### src/rtl/keypad_pkg.sv
`default_nettype none
// ============================================================================
//  Module   : keypad_pkg
//  Brief    : Shared types and constants for the 4x4 keypad scanner:
//             FSM state encoding, scan classification, key map and the
//             auto-repeat interval.
//  Revision : 1.0 - initial release
// ============================================================================
package keypad_pkg;

    typedef enum logic [1:0] {
        ST_IDLE   = 2'd0,
        ST_DRIVE  = 2'd1,
        ST_SAMPLE = 2'd2,
        ST_EVAL   = 2'd3
    } state_e;

    typedef enum logic [1:0] {
        CLS_NONE   = 2'd0,
        CLS_SINGLE = 2'd1,
        CLS_MULTI  = 2'd2
    } scan_cls_e;

    // Indexed by {row, col}; row 0 is the top row, col 0 the leftmost column.
    localparam logic [3:0] C_KEY_MAP [16] = '{
        4'h1, 4'h2, 4'h3, 4'hA,
        4'h4, 4'h5, 4'h6, 4'hB,
        4'h7, 4'h8, 4'h9, 4'hC,
        4'h0, 4'hF, 4'hE, 4'hD
    };

    // Scans between repeated key_valid pulses while a key stays held.
    localparam int unsigned C_REPEAT_SCANS = 8;

    // Number of pressed keys in a scan image.
    function automatic logic [4:0] f_count_keys(input logic [15:0] img);
        logic [4:0] n;
        n = 5'd0;
        for (int i = 0; i < 16; i++) begin
            n = n + {4'd0, img[4'(i)]};
        end
        return n;
    endfunction

endpackage
`default_nettype wire

### src/rtl/scan_timer.sv
`default_nettype none
// ============================================================================
//  Module   : scan_timer
//  Brief    : Column settle down-counter. A load restarts the count at
//             SETTLE_CYC-1; done is high once the count reaches zero, so a
//             state entered with load and left on done lasts SETTLE_CYC cycles.
//  Revision : 1.0 - initial release
// ============================================================================
module scan_timer #(
    parameter int SETTLE_CYC = 1000
) (
    input  logic clk,
    input  logic rst_n,
    input  logic load,
    output logic done
);

    localparam logic [15:0] C_RELOAD = 16'(SETTLE_CYC - 1);

    logic [15:0] r_cnt;

    // Reload on request, otherwise count down and hold at zero.
    always_ff @(posedge clk or negedge rst_n) begin
        if (!rst_n) begin
            r_cnt <= 16'd0;
        end else if (load) begin
            r_cnt <= C_RELOAD;
        end else if (r_cnt != 16'd0) begin
            r_cnt <= r_cnt - 16'd1;
        end
    end

    assign done = (r_cnt == 16'd0);

endmodule
`default_nettype wire

### src/rtl/keypad_scan_ctrl.sv
`default_nettype none
// ============================================================================
//  Module   : keypad_scan_ctrl
//  Brief    : 4x4 matrix keypad scanner. Drives one column low at a time,
//             samples the synchronised rows, classifies each full scan and
//             debounces presses/releases over DEBOUNCE_SCANS scans.
//             Optional macro KEYPAD_AUTO_REPEAT_EN: re-pulse key_valid every
//             8 scans while a key is held.
//  Revision : 1.0 - initial release
// ============================================================================
module keypad_scan_ctrl
    import keypad_pkg::*;
#(
    parameter int SETTLE_CYC     = 1000,
    parameter int DEBOUNCE_SCANS = 4
) (
    input  logic       clk,
    input  logic       rst_n,
    input  logic       enable,
    input  logic [3:0] row,
    output logic [3:0] col,
    output logic [3:0] key_code,
    output logic       key_valid,
    output logic       key_held,
    output logic       multi_key
);

    localparam logic [1:0] C_ST_IDLE   = ST_IDLE;
    localparam logic [1:0] C_ST_DRIVE  = ST_DRIVE;
    localparam logic [1:0] C_ST_SAMPLE = ST_SAMPLE;
    localparam logic [1:0] C_ST_EVAL   = ST_EVAL;

    localparam logic [3:0] C_DB_MAX    = 4'(DEBOUNCE_SCANS);

    logic [1:0]  r_state;
    logic [1:0]  w_next_state;
    logic [1:0]  r_idx;
    logic [3:0]  r_row_s1;
    logic [3:0]  r_row_s2;
    logic [15:0] r_scan;
    logic [3:0]  w_col;

    logic        w_timer_load;
    logic        w_timer_done;

    logic [4:0]  w_nkeys;
    logic [3:0]  w_code;
    scan_cls_e   w_cls;
    scan_cls_e   r_prev_cls;
    logic [3:0]  r_prev_code;
    logic [3:0]  r_db_cnt;
    logic [3:0]  w_db_next;
    logic        w_match;
    logic        w_is_eval;
    logic        w_press;
    logic        w_release;

    logic [3:0]  r_key_code;
    logic        r_key_valid;
    logic        r_key_held;
    logic        r_multi_key;

`ifdef KEYPAD_AUTO_REPEAT_EN
    localparam logic [2:0] C_REP_LAST = 3'(C_REPEAT_SCANS - 1);
    logic [2:0]  r_rep_cnt;
`endif

    // Settle timer for the driven column.
    scan_timer #(
        .SETTLE_CYC (SETTLE_CYC)
    ) u_scan_timer (
        .clk   (clk),
        .rst_n (rst_n),
        .load  (w_timer_load),
        .done  (w_timer_done)
    );

    // Next-state decode; enable is only consulted at scan boundaries so a
    // started scan always runs through EVAL.
    always_comb begin
        w_next_state = r_state;
        case (r_state)
            C_ST_IDLE:   if (enable) w_next_state = C_ST_DRIVE;
            C_ST_DRIVE:  if (w_timer_done) w_next_state = C_ST_SAMPLE;
            C_ST_SAMPLE: w_next_state = (r_idx == 2'd3) ? C_ST_EVAL : C_ST_DRIVE;
            C_ST_EVAL:   w_next_state = enable ? C_ST_DRIVE : C_ST_IDLE;
            default:     w_next_state = C_ST_IDLE;
        endcase
    end

    // Restart the settle count whenever a column drive begins.
    assign w_timer_load = (w_next_state == C_ST_DRIVE) && (r_state != C_ST_DRIVE);

    // State register and column index; the index wraps to 0 after column 3.
    always_ff @(posedge clk or negedge rst_n) begin
        if (!rst_n) begin
            r_state <= C_ST_IDLE;
            r_idx   <= 2'd0;
        end else begin
            r_state <= w_next_state;
            if (r_state == C_ST_IDLE) begin
                r_idx <= 2'd0;
            end else if (r_state == C_ST_SAMPLE) begin
                r_idx <= r_idx + 2'd1;
            end
        end
    end

    // Active column stays low through its SAMPLE cycle; all high otherwise.
    always_comb begin
        w_col = 4'hF;
        if ((r_state == C_ST_DRIVE) || (r_state == C_ST_SAMPLE)) begin
            w_col[r_idx] = 1'b0;
        end
    end

    assign col = w_col;

    // Two-flop synchroniser for the asynchronous row inputs (idle high).
    always_ff @(posedge clk or negedge rst_n) begin
        if (!rst_n) begin
            r_row_s1 <= 4'hF;
            r_row_s2 <= 4'hF;
        end else begin
            r_row_s1 <= row;
            r_row_s2 <= r_row_s1;
        end
    end

    // Capture the active column into the scan image; bit {row,col} = pressed.
    always_ff @(posedge clk or negedge rst_n) begin
        if (!rst_n) begin
            r_scan <= 16'd0;
        end else if (r_state == C_ST_SAMPLE) begin
            for (int r = 0; r < 4; r++) begin
                r_scan[{2'(r), r_idx}] <= ~r_row_s2[2'(r)];
            end
        end
    end

    // Classify the completed scan image.
    always_comb begin
        w_nkeys = f_count_keys(r_scan);
        w_code  = 4'h0;
        for (int i = 0; i < 16; i++) begin
            if (r_scan[4'(i)]) begin
                w_code = C_KEY_MAP[4'(i)];
            end
        end
        if (w_nkeys == 5'd0) begin
            w_cls = CLS_NONE;
        end else if (w_nkeys == 5'd1) begin
            w_cls = CLS_SINGLE;
        end else begin
            w_cls = CLS_MULTI;
        end
    end

    // Debounce count update: a matching scan counts up (saturating), a
    // changed scan restarts at 1, and a multi-key scan clears the count.
    always_comb begin
        w_match = (w_cls == r_prev_cls) &&
                  ((w_cls != CLS_SINGLE) || (w_code == r_prev_code));
        if (w_cls == CLS_MULTI) begin
            w_db_next = 4'd0;
        end else if (!w_match) begin
            w_db_next = 4'd1;
        end else if (r_db_cnt >= C_DB_MAX) begin
            w_db_next = C_DB_MAX;
        end else begin
            w_db_next = r_db_cnt + 4'd1;
        end
    end

    assign w_is_eval = (r_state == C_ST_EVAL);
    assign w_press   = w_is_eval && (w_cls == CLS_SINGLE) &&
                       (w_db_next == C_DB_MAX) && !r_key_held;
    assign w_release = w_is_eval && (w_cls == CLS_NONE) &&
                       (w_db_next == C_DB_MAX) && r_key_held;

    // Debounce history, updated once per scan.
    always_ff @(posedge clk or negedge rst_n) begin
        if (!rst_n) begin
            r_prev_cls  <= CLS_NONE;
            r_prev_code <= 4'h0;
            r_db_cnt    <= 4'd0;
            r_multi_key <= 1'b0;
        end else if (w_is_eval) begin
            r_prev_cls  <= w_cls;
            r_prev_code <= w_code;
            r_db_cnt    <= w_db_next;
            r_multi_key <= (w_cls == CLS_MULTI);
        end
    end

    // Accepted key, held flag and the one-cycle valid pulse after EVAL.
    always_ff @(posedge clk or negedge rst_n) begin
        if (!rst_n) begin
            r_key_code  <= 4'h0;
            r_key_valid <= 1'b0;
            r_key_held  <= 1'b0;
`ifdef KEYPAD_AUTO_REPEAT_EN
            r_rep_cnt   <= 3'd0;
`endif
        end else begin
            r_key_valid <= 1'b0;
            if (w_press) begin
                r_key_code  <= w_code;
                r_key_valid <= 1'b1;
                r_key_held  <= 1'b1;
`ifdef KEYPAD_AUTO_REPEAT_EN
                r_rep_cnt   <= 3'd0;
`endif
            end else if (w_release) begin
                r_key_held  <= 1'b0;
            end
`ifdef KEYPAD_AUTO_REPEAT_EN
            else if (w_is_eval && r_key_held) begin
                if (r_rep_cnt == C_REP_LAST) begin
                    r_key_valid <= 1'b1;
                    r_rep_cnt   <= 3'd0;
                end else begin
                    r_rep_cnt   <= r_rep_cnt + 3'd1;
                end
            end
`endif
        end
    end

    assign key_code  = r_key_code;
    assign key_valid = r_key_valid;
    assign key_held  = r_key_held;
    assign multi_key = r_multi_key;

endmodule
`default_nettype wire

### config.mk
export PLATFORM = sky130hd
export DESIGN_NAME = keypad_scan_ctrl
export DESIGN_NICKNAME = d
export VERILOG_FILES = /design/src/rtl/keypad_pkg.sv /design/src/rtl/scan_timer.sv /design/src/rtl/keypad_scan_ctrl.sv
export SDC_FILE = /design/constraint.sdc
export NUM_CORES = 1
export LEC_CHECK = 0
export CORE_MARGIN = 3
export CORE_UTILIZATION = 57
export CTS_CLUSTER_SIZE = 40
export DETAILED_ROUTE_END_ITERATION = 10
export PLACE_DENSITY = 0.84
export SLEW_MARGIN = 30
export SYNTH_ARGS = -nofsm -noshare
export SYNTH_HDL_FRONTEND = slang
export SYNTH_SLANG_ARGS = --single-unit
### constraint.sdc
create_clock -name clk -period 3.6 [get_ports clk]
set_input_delay 0.72 -clock clk [delete_from_list [all_inputs] [get_ports clk]]
set_output_delay 0.72 -clock clk [all_outputs]
set_load 0.01 [all_outputs]
==> metrics.yaml <==
clocking:
  ctsRootBufferMaster: "clkbuf_4"
  postCtsSetupBuffers: 0
  cts_hold_buf: 0
  cts.clk_slew.worst_paths_ns: 0.10
  cts_resized: 0
  clockBufferDepth: 2
  insertion_delay_ns: 0.30
  h-tree-depth: 1
  clkSinkCount: 20
  cts_tree: "built"
  cts_buffers: 3
critical_path:
  critical_path.max_stage_delay_ns: 0.53
  cp_slowest_cell: "clkdlybuf4s50_1"
  crit_chain: "inv_1, ha_1, nand2_1, clkdlybuf4s50_1"
  cp-start-kind: "flip-flop"
  cp-end-kind: "output pin"
  required_ns: 2.88
  crit_path_start: "r_state[0]"
  crit_path_max_fanout: 4
  worstReg2RegStart: "r_state[0]"
  critPathArrivalTime_ns: 1.76
  path_class: "reg -> out"
global_route:
  grtUsageTotal_pct: 18.1
  met3_usage_pct: 3.38
  overflow: 0
  top_usage_layer: "met2"
  grt_use_met2_pct: 31.2
  grt_pass1_wl_mm: 3.66
  grt_max_degree: 21
  grt_pass1_vias: 871
  antenna_found_initial: 0
  met1_usage_pct: 21.4
floorplan:
  initial_core_util_pct: 62.1
  die_x_um: 52.9
  ios: 18
  die-area_mm2: 0.00280
  core_area_mm2: 0.00202
  rows: 16
  die_y_um: 52.9
logic_synthesis:
  yosys.area_share.simple_pct: 25.5
  yosys.cell_types.count: 39
  ys.flop_type: "dfrtp_1"
  synthAdderAreaFrac_pct: 9.96
  synth_cells: 131
  ys_seq_area_share_pct: 39.8
  synth_area_mm2: 0.00126
  synth_commonest_cells: "20 x dfrtp_1, 13 x nand2_1, 11 x nor2_1"
  ys_async_sr_fraction_pct: 100
  syn_avg_cell_area_um2: 9.59
  synth-seq-cells: 20
  synth_compound_area_share_pct: 9.86
  synth_top_family_by_area: "simple AND/OR/NAND/NOR gates"
  synthTopCellsByArea: "dfrtp_1 40%, ha_1 10%, buf_4 4.2%"
  synth.top_cell.area_share_pct: 39.8
  synth_xor_area_share_pct: 4.88
  synth.most_common_cell: "dfrtp_1"
  synth_edf_count: 0
  ys_warn_count: 0
  synth_area_leader_cell: "dfrtp_1"
  yosys-mux-area-fraction_pct: 2.49
sta:
  fin_tns_setup_ns: 0
  rsz0062_at_grt: "no"
  finalSetupViolCount: 0
  fmax_ghz: 0.402
  holdWs_ns: 0.576
  fin_crit_ns: 2.48
  fin_skew_ns: 0.00691
  maxSlewViolCount: 0
  worstMarginPinSlew_ns: 0.868
  finalCritPeriodShare_pct: 69.0
  hold_viol: 0
  max_slew_margin_pct: 41.9
routing:
  drt_iter0_drc: 21
  drc_errors: 0
  vias: 913
  detail_route.wl_per_cell_um: 12.7
  via_per_inst: 5.57
  wirelength_mm: 2.08
  antenna_left: 0
  dr.pass1.iters: 4
pwr:
  ir_worst_vdd_v: 0.000393
  p_per_area_mw_per_mm2: 517
  leakage_nw: 0.563
cells_and_area:
  final_nets: 156
  area_growth_syn_to_layout_pct: 6.27
  final_core_utilization_pct: 66.0
  n_antenna_cell: 0
  drive_above_1_share_pct: 8.76
placement:
  numPortBuffers: 6
  dp_hpwl_mm: 1.60
  globalplace.congestion: 0.787
hold_path:
  hp-start: "u_scan_timer.r_cnt[7]"
  hold_path_class: "reg -> reg"
outcome:
  status: "complete, no violations"
flow_run:
  drv_cap: 0
==> cell usage in the layout, fill, tap and decap left out, types with 4 or more instances in the layout <==
cell | netlist | routed
a21oi_1 | 6 | 6
clkdlybuf4s50_1 | 0 | 6
conb_1 | 1 | 7
nor2_1 | 11 | 11
xnor2_1 | 4 | 4
or3_1 | 6 | 6
inv_1 | 8 | 8
ha_1 | 10 | 10
dfrtp_1 | 20 | 20
nand2_1 | 13 | 13
==> flip-flops by register name, summed over array words and instances, names as in the netlist <==
register and count:
r_idx 2, r_state 2, u_scan_timer.r_cnt 16
==> per-stage QoR <==
| step | power [mW] | setup WS, ns | area, um^2 | cells |
|---|---|---|---|---|
| global route | 0.756 | 1.00 | 1340 | 164 |
| detailed placement | 0.596 | 1.31 | 1310 | 161 |
| CTS | 0.700 | 1.09 | 1340 | 164 |
| floorplan | 0.532 | 1.77 | 1280 | 137 |
| global placement | 0.583 | 1.34 | 1310 | 161 |
| finish | 0.691 | 1.12 | 1340 | 164 |
==> metal layers <==
metal	part of all wire, %	wire, um
met1	46	952
met2	49	1030
met3	2.9	61
met4	1.6	33
met5	0	0
==> final timing paths <==
| check | slack, ns | end | cells after the start |
|---|---|---|---|
| setup / recovery | 1.12 | col[2] | 4 |
| hold / removal | 0.58 | u_scan_timer.r_cnt[7] | 2 |
| setup reg to reg | 1.58 | u_scan_timer.r_cnt[3] | 7 |
| hold reg to reg | 0.58 | u_scan_timer.r_cnt[7] | 2 |
| max in group asynchronous | 2.16 | u_scan_timer.r_cnt[9] | 1 |
| min in group asynchronous | 0.91 | u_scan_timer.r_cnt[1] | 1 |
==> critical path, delay by kind of cell (launching register included) <==
| kind | cells | cell delay (ns) |
|---|---|---|
| flops | 1 | 0.41 |
| buf+inv | 2 | 0.62 |
| fa+ha+maj | 1 | 0.35 |
| simple gates | 1 | 0.09 |
==> area by class of cell <==
type	instances	area [um^2]
multi-input combinational	100	688
inverter	8	30.0
timing repair buffer	6	60.1
fill	170	687
clock buffer	3	22.5
sequential	20	500
tap	27	33.8
==> kinds of logic after synthesis <==
logic type,count (synthesis)
other,1
DFF,20
AOI/OAI and AO/OA,19
buffers and inverters,17
xor gates and xnor gates,7
adders and majority gates,10
muxes,3
and+or+nand+nor,54
==> power by group <==
group | total (mW) | internal [mW] | switching [mW]
Sequential | 0.306 | 0.264 | 0.0421
Combinational | 0.284 | 0.110 | 0.174
Clock | 0.101 | 0.0390 | 0.0618
Power figures use the tool's default switching activity.
